==> config.mk <==
export PLATFORM = sky130hd
export DESIGN_NAME = m_mem_arbiter
export DESIGN_NICKNAME = d
export VERILOG_FILES = /design/src/rtl/m_mem_arbiter.sv
export SDC_FILE = /design/constraint.sdc
export NUM_CORES = 1
export LEC_CHECK = 0
export ABC_CLOCK_PERIOD_IN_PS = 5200
export CAP_MARGIN = 20
export CORE_MARGIN = 2
export CORE_UTILIZATION = 30
export DETAILED_ROUTE_END_ITERATION = 6
export PLACE_DENSITY_LB_ADDON = 0.12
export SETUP_SLACK_MARGIN = 0.4
export SLEW_MARGIN = 0
export SYNTH_ARGS = -nofsm -noshare
export SYNTH_HDL_FRONTEND = slang
export SYNTH_SLANG_ARGS = --single-unit
export TNS_END_PERCENT = 1
==> constraint.sdc <==
create_clock -name i_clk -period 5.2 [get_ports i_clk]
set_input_delay 1.04 -clock i_clk [delete_from_list [all_inputs] [get_ports i_clk]]
set_output_delay 1.04 -clock i_clk [all_outputs]
set_load 0.01 [all_outputs]
==> src/rtl/m_mem_arbiter.sv <==
// Round-robin arbiter sharing one cached-memory request port between the
// instruction-fetch port and the load/store port, one transaction at a time.
module m_mem_arbiter #(
   parameter int ADDR_WIDTH = 32,
   parameter int DATA_WIDTH = 32
) (
   input  logic                  i_clk,
   input  logic                  rst,
   input  logic                  i_if_req,
   input  logic [ADDR_WIDTH-1:0] i_if_addr,
   output logic                  o_if_ack,
   output logic [DATA_WIDTH-1:0] o_if_data,
   input  logic                  i_d_ren,
   input  logic [3:0]            i_d_wen,
   input  logic [ADDR_WIDTH-1:0] i_d_addr,
   input  logic [DATA_WIDTH-1:0] i_d_data,
   output logic                  o_d_ack,
   output logic [DATA_WIDTH-1:0] o_d_data,
   output logic                  o_mem_ren,
   output logic [3:0]            o_mem_wen,
   output logic [ADDR_WIDTH-1:0] o_mem_addr,
   output logic [DATA_WIDTH-1:0] o_mem_data,
   input  logic [DATA_WIDTH-1:0] i_mem_data,
   input  logic                  i_mem_stall,
   output logic                  o_busy
);

   typedef enum logic [1:0] {S_IDLE, S_ISSUE, S_WAIT, S_RESP} state_t;

   state_t                state, state_nxt;
   logic                  dreq, grant_if, grant_d;
   logic                  lg, owner, is_write;
   logic [ADDR_WIDTH-1:0] addr_q;
   logic [DATA_WIDTH-1:0] data_q, if_data_q, d_data_q;
   logic [3:0]            wen_q;
   logic                  if_ack_q, d_ack_q;
   logic                  done;

   assign dreq = i_d_ren | (|i_d_wen);
   assign done = (state == S_WAIT) && !i_mem_stall;

   always_ff @(posedge i_clk) begin
      if (rst) state <= S_IDLE;
      else     state <= state_nxt;
   end

   always_comb begin
      state_nxt = state;
      grant_if  = 1'b0;
      grant_d   = 1'b0;
      case (state)
         S_IDLE: begin
            // On a tie the data port wins only if fetch was granted last.
            grant_d  = dreq & (~i_if_req | ~lg);
            grant_if = i_if_req & ~grant_d;
            if (grant_if || grant_d) state_nxt = S_ISSUE;
         end
         S_ISSUE: state_nxt = S_WAIT;
         S_WAIT:  if (!i_mem_stall) state_nxt = S_RESP;
         S_RESP:  state_nxt = S_IDLE;
         default: state_nxt = S_IDLE;
      endcase
   end

   always_ff @(posedge i_clk) begin
      if (rst) begin
         lg        <= 1'b1;
         owner     <= 1'b0;
         is_write  <= 1'b0;
         addr_q    <= '0;
         data_q    <= '0;
         wen_q     <= '0;
         if_ack_q  <= 1'b0;
         d_ack_q   <= 1'b0;
         if_data_q <= '0;
         d_data_q  <= '0;
      end else begin
         if_ack_q <= 1'b0;
         d_ack_q  <= 1'b0;
         if (grant_if) begin
            owner    <= 1'b0;
            addr_q   <= i_if_addr;
            data_q   <= '0;
            wen_q    <= '0;
            is_write <= 1'b0;
         end else if (grant_d) begin
            owner    <= 1'b1;
            addr_q   <= i_d_addr;
            data_q   <= i_d_data;
            wen_q    <= i_d_wen;
            is_write <= |i_d_wen;
         end
         // Ack is registered here so it is high exactly during RESP.
         if (done) begin
            lg <= owner;
            if (owner) d_ack_q  <= 1'b1;
            else       if_ack_q <= 1'b1;
            if (!is_write) begin
               if (owner) d_data_q  <= i_mem_data;
               else       if_data_q <= i_mem_data;
            end
         end
      end
   end

   assign o_mem_ren  = (state == S_ISSUE) && !is_write;
   assign o_mem_wen  = (state == S_ISSUE) ? wen_q : 4'd0;
   assign o_mem_addr = addr_q;
   assign o_mem_data = data_q;
   assign o_if_ack   = if_ack_q;
   assign o_d_ack    = d_ack_q;
   assign o_if_data  = if_data_q;
   assign o_d_data   = d_data_q;
   assign o_busy     = (state != S_IDLE);

endmodule

==> summary.md, run 1 <==
| Metric | Value |
|---|---|
| Status | finished clean |
| Register area share after synthesis | 0.533 |
| Place WS | 1.89 ns |
| Fmax | 334 MHz |
| Layout cells sized above 1 | 0.0520 |
| Floorplan row count | 48 |
| Initial Util | 0.304 |
| Via count | 5212 |
| Synthesized Nets | 799 |
| # hold bufs at CTS | 0 |
| Final Max Slew Viols | 0 |
| Clock transition at path regs | 0.06 ns |
| Largest net degree at the start of global routing | 65 |
| Buf/Inv on CP | 3 |
| Power density cells | 460 nW/um^2 |
| Port Buffers | 272 |
| PnR worst setup slack | 2.21 ns |
| Largest area contributor in the netlist | dfxtp_1 |
| Die Height | 136 um |
| Worst path required time | 4.16 ns |
| Antenna Violating Nets Remaining | 0 |
| Reg area | 2780 sq um |
| Startpoint Class | register |
| R2R Setup Slk | 3.15 ns |
| Core area | 17200 sq um |
| Avg Inst Size Synth | 7.92 sq um |
| Worst Hold Depth | 2 |
| Vias in the first global route | 4874 |
| CTS H-tree depth | 4 |
| RSZ-0062 raised after global routing | false |
| Final instance area | 8700 sq um |
| Delay-heaviest family, CP | buffers and inverters |
| CTS tree | yes |
| CP endpoint kind | primary output |
| WS Path Type | register to primary output |
| FF-to-FF End | o_mem_addr[20] |
| Clk Latency, worst-skew pair | 0.42 ns |
| Yosys warns | 0 |
| R2r worst-path depth | 7 |
| Overflow after GRT | 0 |
| FILL cells | 1723 |
| Synth top area share | 0.533 |
| Most area-consuming cells after synthesis | dfxtp_1 (53%), nand2_1 (19%), a21oi_1 (9.7%), a311oi_1 (5.4%), nor2_1 (2.9%) |
| Worst EP arrival | 1.95 ns |
| Worst min-delay path class | register to register |
| First-pass GRT wire length | 25100 um |
| Routability cong. | 0.719 |
| Post-CTS setup buffers | 0 |
| Initial antenna violation count | 0 |
| Setup TNS | 0 ns |
| Final period utilization | 0.576 |
| DRC viols | 0 |
| Leakage power | 0.00312 uW |
| Layout Nets | 1050 |
| Clock buffer count from CTS | 17 |
| Die ar. | 18500 sq um |
| Final hold violations | 0 |
| Crit path time final | 2.99 ns |
| Start of the worst register-to-register path | state[0] |
| # IOs | 273 |
| Distinct cell type count of the synthesized netlist | 28 |
| Least-Margin Pin Slew | 0.973 ns |
| Seq cells post-synth | 139 |
| GR Util All Layers | 0.175 |
| Area Overhead vs Synth | 66.9% |
| Pre-Repair DR Iteration Count | 4 |
| Syn Inst Count | 659 |
| Worst Hold End | o_mem_data[12] |
| Final wirelength | 16500 um |
| Slew headroom | 0.348 |
| Cell mode on critical path | inv_1 |
| # clock sinks | 139 |
| Hold wc startpoint | o_mem_data[12] |
| Mapped cell area | 5220 sq um |
| Worst path cell trace | inv_1, ha_1, inv_1, clkdlybuf4s50_1 |
| Final design utilization | 0.507 |
| PostCTS Resize Cnt | 0 |
| Max-Cap Viols | 0 |
| Placed cell area | 8080 sq um |
| Ant diodes | 0 |
| CP max-delay cell | clkdlybuf4s50_1 |
| # setup viols final | 0 |
| Detailed Place HPWL | 11100 um |
| WL/cell | 14.4 um |
| Max IR drop VDD | 229 uV |
| Area occupied by multi-input gates | 2210 sq um |
| Chip Width | 136 um |
| Drt first-iter violations | 215 |
| Clock buffer depth | 2 |
| Worst Skew | 0.00894 ns |
| Root Driver | clkbuf_16 |
| Final hold slack | 0.451 ns |
| Slowest cell delay on critical path | 0.61 ns |
| Routed vias/inst | 4.54 |
| Worst Path Max Fanout | 8 |
worst register-to-register path, cell delays in order (launching register included):
cell and delay [ns]:
dfxtp_1 0.33, inv_1 0.08, ha_1 0.36, inv_1 0.16, a21oi_4 0.13, buf_4 0.52
nor2_1 0.11, a311oi_1 0.27
stage by stage:
step | total power [uW] | cells
finish | 4000 | 1148
global route | 4240 | 1148
CTS | 4060 | 1148
detailed placement | 2780 | 1116
global placement | 2780 | 1116
floorplan | 2100 | 659
layer usage:
layer / vias to the layer above / share of wire / GRT usage
met3: 19 / 0.095 / 0.0716
li1: 2675 / - / -
met4: 0 / 0.016 / 0.0666
met2: 183 / 0.47 / 0.293
met5: - / 0 / 0
met1: 2335 / 0.42 / 0.201
synth_stat cells:
library cell and n:
dfxtp_1 139, nand2_1 265, clkbuf_1 33, mux2i_1 1
and2_1 4, and3b_1 1, a211oi_1 1, a32oi_1 1
nand2b_1 2, a32o_1 1, a32oi_2 1, buf_2 12
buf_6 4, or3_1 2, nor4_4 1, inv_1 4
buf_1 1, nor3b_1 1, nor3_1 4, o211a_1 1
or4_4 1, nor2b_1 1, a211o_1 1, o211ai_4 1
a21oi_1 101, a311oi_1 32, ha_1 3, nor2_1 40
registers in the layout, indices dropped and copies added (netlist names):
name,count
o_d_data,32
is_write,1
state,2
owner,1
wen_q,4
lg,1
o_mem_data,32
o_if_ack,1
o_if_data,32
o_d_ack,1
o_mem_addr,32
where the power goes:
group	leakage [uW]	switching [uW]	internal, uW
logic	0.00169	689	646
registers	0.00113	115	1280
clock network	0.000296	459	808
total	0.00312	1260	2740
worst max path at each step:
stage | from | to | slack, ns | cells past startpoint
5_1_grt | state[0] | o_busy | 2.11 | 4
3_5_place_dp | i_d_wen[3] | o_mem_data[20] | 1.89 | 5
6_report | state[0] | o_busy | 2.21 | 4
3_3_place_gp | i_d_wen[3] | wen_q[2] | 1.91 | 5
4_1_cts | state[0] | o_busy | 2.18 | 4
2_1_floorplan | i_d_wen[3] | o_mem_data[10] | 2.86 | 6
layout by cell type, fill, tap and decap left out, drive strengths merged, types with 4 or more instances in the layout:
cell / netlist / final
nor2: 40 / 40
a21oi: 101 / 101
clkdlybuf4s50: 0 / 271
nor3: 4 / 4
a311oi: 32 / 32
buf: 17 / 11
clkbuf: 33 / 23
and2: 4 / 4
inv: 4 / 5
nand2: 265 / 265
dfxtp: 139 / 139
area by class of cell:
cell class	count	share of cell area
Tap cell	225	0.0323
Multi-Input combinational cell	466	0.254
Clock buffer	23	0.0561
Inverter	4	0.00172
Timing Repair Buffer	282	0.321
Clock inverter	9	0.0155
Sequential cell	139	0.320
logic make-up after synthesis:
kind of cell,count (synthesis),share of synthesized area
AO/OA/AOI/OAI,140,0.166
buffers and inverters,54,0.0475
AND/OR/NAND/NOR,322,0.243
flip-flops,139,0.533
adder cells (fa/ha/maj),3,0.00720
multiplexers,1,0.00192
No activity file was read; power rests on OpenSTA's default activity.
==> inputs of run 2 (changes only) <==
--- a/config.mk
+++ b/config.mk
@@ -5,7 +5,7 @@
 export SDC_FILE = /design/constraint.sdc
 export NUM_CORES = 1
 export LEC_CHECK = 0
-export ABC_CLOCK_PERIOD_IN_PS = 5200
+export ABC_CLOCK_PERIOD_IN_PS = 2500
 export CAP_MARGIN = 20
 export CORE_MARGIN = 2
 export CORE_UTILIZATION = 30
==> constraint.sdc (replaced) <==
create_clock -name i_clk -period 2.5 [get_ports i_clk]
set_input_delay 0.5 -clock i_clk [delete_from_list [all_inputs] [get_ports i_clk]]
set_output_delay 0.5 -clock i_clk [all_outputs]
set_load 0.01 [all_outputs]
==> run 2 against run 1 <==
Net effect:
- sequential share of layout area shrank 0.34 points
- largest power group is now combinational cells
- critical path type unchanged
- hold slack lost 0.0012 ns
- critical path depth is the same
==> summary.md, run 2 (same netlist as run 1, synthesis figures left out) <==
| Metric | Value |
|---|---|
| # clock sinks | 139 (unchanged) |
| Reg area | 2780 sq um (unchanged) |
| Leading cell types in the layout, fill and taps excluded | clkdlybuf4s50_1 (268), nand2_1 (265), dfxtp_1 (139), a21oi_1 (100), nor2_1 (40) |
| Clock transition at path regs | 0.06 ns (about the same) |
| Routability cong. | 0.729 (+1.4%) |
| Tot Pwr | 8250 uW (+110%) |
| Setup TNS | 0 ns (unchanged) |
| Final Max Slew Viols | 0 (unchanged) |
| Detailed Place HPWL | 11400 um (+2.5%) |
| Delay-heaviest family, CP | buffers and inverters |
| Clock buffer count from CTS | 17 (unchanged) |
| CP max-delay cell | clkdlybuf4s50_1 |
| Fmax | 446 MHz |
| Buf/Inv on CP | 2 (-1) |
| Pint | 5540 uW (+100%) |
| Worst Path Max Fanout | 5 (-3) |
| Post-CTS setup buffers | 0 (unchanged) |
| Chip Width | 136 um (unchanged) |
| Leakage power | 0.00319 uW (+2.4%) |
| Worst Hold End | o_d_data[17] |
| Ant diodes | 0 (unchanged) |
| Slew headroom | 0.617 (+0.269) |
| FILL cells | 1680 (-2.5%) |
| Met3 usage | 0.0787 (+0.00708) |
| Psw | 2700 uW (+110%) |
| CTS H-tree depth | 4 (unchanged) |
| Clk Latency, worst-skew pair | 0.41 ns (about the same) |
| # IOs | 273 (unchanged) |
| # setup viols final | 0 (unchanged) |
| R2R Setup Slk | 0.47 ns (-2.68 ns) |
| Floorplan row count | 48 (unchanged) |
| Worst EP arrival | 1.74 ns (-0.21 ns) |
| Via count | 5264 (+1.0%) |
| Root Driver | clkbuf_16 |
| Clock buffer depth | 2 (unchanged) |
| First-pass GRT wire length | 26100 um (+4.0%) |
| Worst path required time | 2.00 ns (-2.16 ns) |
| Most used routing layer | met2 |
| Pre-Repair DR Iteration Count | 4 (unchanged) |
| WL/cell | 14.4 um (+0.55%) |
| Worst path cell trace | inv_1, ha_2, and2_1, clkdlybuf4s50_1 |
| GR Util All Layers | 0.181 (+0.00563) |
| Overflow after GRT | 0 (unchanged) |
| Initial antenna violation count | 0 (unchanged) |
| Flop pwr share | 0.353 (+0.003) |
| Sw frac | 0.328 (+0.0123) |
| R2r worst-path depth | 7 (unchanged) |
| Final hold slack | 0.450 ns (-0.00122 ns) |
| Largest net degree at the start of global routing | 54 (-17%) |
| Comb power frac | 0.362 (+0.028) |
| Core area | 17200 sq um (unchanged) |
| Antenna Violating Nets Remaining | 0 (unchanged) |
| WS Path Type | register to primary output |
| Die Height | 136 um (unchanged) |
| Worst min-delay path class | register to register |
| Initial Util | 0.304 (unchanged) |
| Area Overhead vs Synth | 68.7% |
| Crit path time final | 2.24 ns |
| Final wirelength | 16700 um (+1.2%) |
| Hold wc startpoint | o_d_data[17] |
| Final instance area | 8800 sq um (+1.1%) |
| Least-Margin Pin Slew | 0.574 ns (-0.399 ns) |
| Final period utilization | 0.898 |
| FF-to-FF End | o_mem_addr[28] |
| Startpoint Class | register |
| Layout cells sized above 1 | 0.0624 (+0.0104) |
| Routed vias/inst | 4.56 (+0.39%) |
| Met1 usage | 0.212 (+0.0113) |
| Max IR drop VDD | 515 uV (+120%) |
| Final hold violations | 0 (unchanged) |
| DRC viols | 0 (unchanged) |
| Layout Nets | 1057 (+0.67%) |
| Clk pwr share | 0.284 (-0.033) |
| GR Util met2 | 0.301 (+0.00786) |
| Start of the worst register-to-register path | state[0] |
| Worst Hold Depth | 2 (unchanged) |
| Most common cell after layout, fill and taps aside | clkdlybuf4s50_1 |
| Vias in the first global route | 5092 (+4.5%) |
| Drt first-iter violations | 194 (-9.8%) |
| CTS tree | yes |
| Power density cells | 937 nW/um^2 (+100%) |
| Worst Skew | 0.00844 ns (-0.000495 ns) |
| Die ar. | 18500 sq um (unchanged) |
| Placed cell area | 8250 sq um (+2.0%) |
| Max-Cap Viols | 0 (unchanged) |
| Slowest cell delay on critical path | 0.56 ns (-0.05 ns) |
| Port Buffers | 272 (unchanged) |
| RSZ-0062 raised after global routing | true |
| Status | finished clean |
| CP endpoint kind | primary output |
| Area occupied by multi-input gates | 2210 sq um (+0.11%) |
[run 2: changes by cell type in the layout (fill, tap and decap cells not counted), sizes merged]
cell	before	now
buf	11	18
bufinv	3	1
clkbuf	23	17
clkdlybuf4s50	271	268
clkinv	2	10
clkinvlp	3	2
dlygate4sd2	0	2
dlymetal6s2s	0	1
inv	5	6
[run 2: repair_timing]
item / CTS / global route
hold buffers: 0 / 0
setup endpoints to repair: 6 / 30
endpoints found under the hold margin: 0 / 0
resized for setup: 3 / 1
[run 2: layout make-up]
type / count / area share
repair buffers: 289 / 0.336
flip-flops and latches: 139 / 0.316
multi-input cells: 466 / 0.251
clock buffers: 17 / 0.0484
well taps: 225 / 0.0320
clock inverters: 15 / 0.0141
inverters: 4 / 0.00171
[run 2: through the flow]
step           std cells  utilization  setup slack, ns
2_1_floorplan        659            -            0.696
3_3_place_gp        1123        0.480            0.194
3_5_place_dp        1123        0.480            0.157
4_1_cts             1155        0.512            0.229
5_1_grt             1155        0.512            0.164
6_report            1155        0.512            0.256
[run 2: how the worst max path moves through the flow]
stage	start	cells after the start	slack (ns)	end
2_1_floorplan	i_d_wen[3]	6	0.70	o_mem_data[10]
3_3_place_gp	i_d_wen[3]	6	0.19	wen_q[1]
3_5_place_dp	i_d_ren	6	0.16	o_mem_addr[27]
4_1_cts	state[1]	4	0.23	o_mem_wen[2]
5_1_grt	state[1]	4	0.16	o_mem_wen[2]
6_report	state[1]	4	0.26	o_mem_wen[2]
[run 2: power groups by stage]
stage	clock network, uW	logic, uW	registers (uW)
after floorplan	0	1230	3140
after global placement	0	3030	2950
after detailed placement	0	3030	2960
after CTS	2410	3040	2920
after global routing	2500	3300	2980
final	2340	2990	2910
[run 2: routing by layer]
layer | part of all wire | vias to the layer above
met5 | 0 | -
met4 | 0.011 | 0
met3 | 0.092 | 13
met2 | 0.48 | 180
met1 | 0.42 | 2370
li1 | - | 2701
[run 2: tightest hold or removal path: cells and delay by family (launching register included)]
kind / cells / cell delay, ns
simple gates: 1 / 0.05
flops: 1 / 0.31
compound gates: 1 / 0.05
==> inputs of run 3 (changes only) <==
--- a/config.mk
+++ b/config.mk
@@ -9,8 +9,11 @@
 export CAP_MARGIN = 20
 export CORE_MARGIN = 2
 export CORE_UTILIZATION = 30
+export CTS_CLUSTER_SIZE = 24
 export DETAILED_ROUTE_END_ITERATION = 6
+export HOLD_SLACK_MARGIN = 0.02
 export PLACE_DENSITY_LB_ADDON = 0.12
+export RECOVER_POWER = 100
 export SETUP_SLACK_MARGIN = 0.4
 export SLEW_MARGIN = 0
 export SYNTH_ARGS = -nofsm -noshare
==> run 3 against run 2 <==
Net effect:
- hold slack worse by 0.0028 ns
- non-clock buffer count stayed put
- via count hardly changed
- largest cell class unchanged
- clock skew about the same
- critical endpoint unchanged
- sequential share of layout area grew 0.16 points
- sequential cell count did not move
- critical path depth unchanged
==> summary.md, run 3 (same netlist as run 1, synthesis figures left out) <==
| Metric | Value |
|---|---|
| Status | finished clean |
| Vias in the first global route | 5092 (unchanged) |
| Startpoint Class | register |
| Die Height | 136 um (unchanged) |
| Final hold slack | 0.447 ns (-0.00282 ns) |
| Worst Skew | 0.00847 ns (+0.0000303 ns) |
| Slew headroom | 0.505 (-0.112) |
| Port Buffers | 272 (unchanged) |
| Initial antenna violation count | 0 (unchanged) |
| Setup TNS | 0 ns (unchanged) |
| Drt first-iter violations | 191 (-1.5%) |
| DRC viols | 0 (unchanged) |
| Antenna Violating Nets Remaining | 0 (unchanged) |
| FILL cells | 1689 (+0.54%) |
| Clock buffer depth | 2 (unchanged) |
| Final Max Slew Viols | 0 (unchanged) |
| Initial Util | 0.304 (unchanged) |
| Area occupied by multi-input gates | 2210 sq um (-0.11%) |
| Leakage power | 0.00355 uW (+11%) |
| Leading cell types in the layout, fill and taps excluded | nand2_1 (265), dfxtp_1 (139), clkdlybuf4s50_1 (138), dlygate4sd3_1 (130), a21oi_1 (100) |
| Clk pwr share | 0.292 (+0.008) |
| CP endpoint kind | primary output |
| Layout cells sized above 1 | 0.0581 (-0.00430) |
| # IOs | 273 (unchanged) |
| GR Util All Layers | 0.181 (unchanged) |
| Most common cell after layout, fill and taps aside | nand2_1 |
| # setup viols final | 0 (unchanged) |
| Psw | 2680 uW (-0.90%) |
| # hold bufs at CTS | 0 (unchanged) |
| Flop pwr share | 0.360 (+0.007) |
| Final hold violations | 0 (unchanged) |
| Power density cells | 918 nW/um^2 (-2.1%) |
| Core area | 17200 sq um (unchanged) |
| Overflow after GRT | 0 (unchanged) |
| Reg area | 2780 sq um (unchanged) |
| Fmax | 437 MHz (-2.0%) |
| Worst min-delay path class | register to register |
| Routability cong. | 0.729 (unchanged) |
| Max-Cap Viols | 0 (unchanged) |
| Routed vias/inst | 4.56 (about the same) |
| WL/cell | 14.4 um (-0.50%) |
| Clock transition at path regs | 0.06 ns (about the same) |
| Pre-Repair DR Iteration Count | 4 (unchanged) |
| Largest net degree at the start of global routing | 54 (unchanged) |
| Worst path required time | 2.00 ns (about the same) |
| Layout Nets | 1057 (unchanged) |
| Root Driver | clkbuf_16 |
| Worst Path Max Fanout | 5 (unchanged) |
| Final period utilization | 0.916 (+0.0179) |
| Die ar. | 18500 sq um (unchanged) |
| Worst EP arrival | 1.79 ns (+0.05 ns) |
| Sw frac | 0.334 (+0.00565) |
| Final wirelength | 16600 um (-0.50%) |
| Detailed Place HPWL | 11400 um (unchanged) |
| PostCTS Resize Cnt | 3 (unchanged) |
| Area Overhead vs Synth | 67.8% |
| Max IR drop VDD | 511 uV (-0.78%) |
| Post-CTS setup buffers | 0 (unchanged) |
| Pint | 5350 uW (-3.4%) |
| WS Path Type | register to primary output |
| First-pass GRT wire length | 26100 um (unchanged) |
| CTS H-tree depth | 4 (unchanged) |
| Chip Width | 136 um (unchanged) |
| Least-Margin Pin Slew | 0.742 ns (+0.167 ns) |
| Crit path time final | 2.29 ns (+0.0448 ns) |
| CTS tree | yes |
| Clk Latency, worst-skew pair | 0.41 ns (about the same) |
| Ant diodes | 0 (unchanged) |
| Via count | 5263 (-0.019%) |
| RSZ-0062 raised after global routing | true |
| Floorplan row count | 48 (unchanged) |
| # clock sinks | 139 (unchanged) |
| Clock buffer count from CTS | 17 (unchanged) |
| Comb power frac | 0.348 (-0.014) |
-- run 3: stage by stage --
| step | power, uW | util | setup WS (ns) | cells | cell area (sq um) |
|---|---|---|---|---|---|
| after CTS | 8370 | 0.512 | 0.229 | 1155 | 8800 |
| after global routing | 8570 | 0.510 | 0.0847 | 1155 | 8750 |
| after floorplan | 4370 | - | 0.696 | 659 | 5220 |
| after global placement | 5980 | 0.480 | 0.194 | 1123 | 8250 |
| after detailed placement | 5990 | 0.480 | 0.157 | 1123 | 8250 |
| final | 8030 | 0.510 | 0.211 | 1155 | 8750 |
-- run 3: power by group through the flow --
stage               clock [uW]  sequential [uW]  combinational [uW]
finish                    2340             2890                2790
global route              2500             2960                3100
CTS                       2410             2920                3040
detailed placement           0             2960                3030
global placement             0             2950                3030
floorplan                    0             3140                1230
-- run 3: path summary, 6_finish.rpt --
path / startpoint / to / slack (ns) / cells after the start
max: state[1] / o_mem_wen[2] / 0.21 / 4
min reg2reg: o_d_data[17] / o_d_data[17] / 0.45 / 2
max reg2reg: state[0] / o_mem_addr[26] / 0.36 / 7
min: o_d_data[17] / o_d_data[17] / 0.45 / 2
-- run 3: per-layer routing --
layer,up-vias,track usage,part of all wire
li1,2706,-,-
met1,2363,0.212,0.42
met2,181,0.301,0.48
met3,13,0.0787,0.094
met4,0,0.0521,0.011
met5,-,0,0
-- run 3: final cells by class --
class / count / area share
inverter: 4 / 0.00172
clock inverter: 15 / 0.0142
tap: 225 / 0.0322
clock buffer: 17 / 0.0486
multi-input combinational: 466 / 0.252
timing repair buffer: 289 / 0.333
sequential: 139 / 0.318
-- run 3: critical path, stage by stage, from the launching register on --
cell	delay (ns)
dfxtp_1	0.32
inv_1	0.07
ha_1	0.26
and2_1	0.17
clkdlybuf4s50_1	0.56
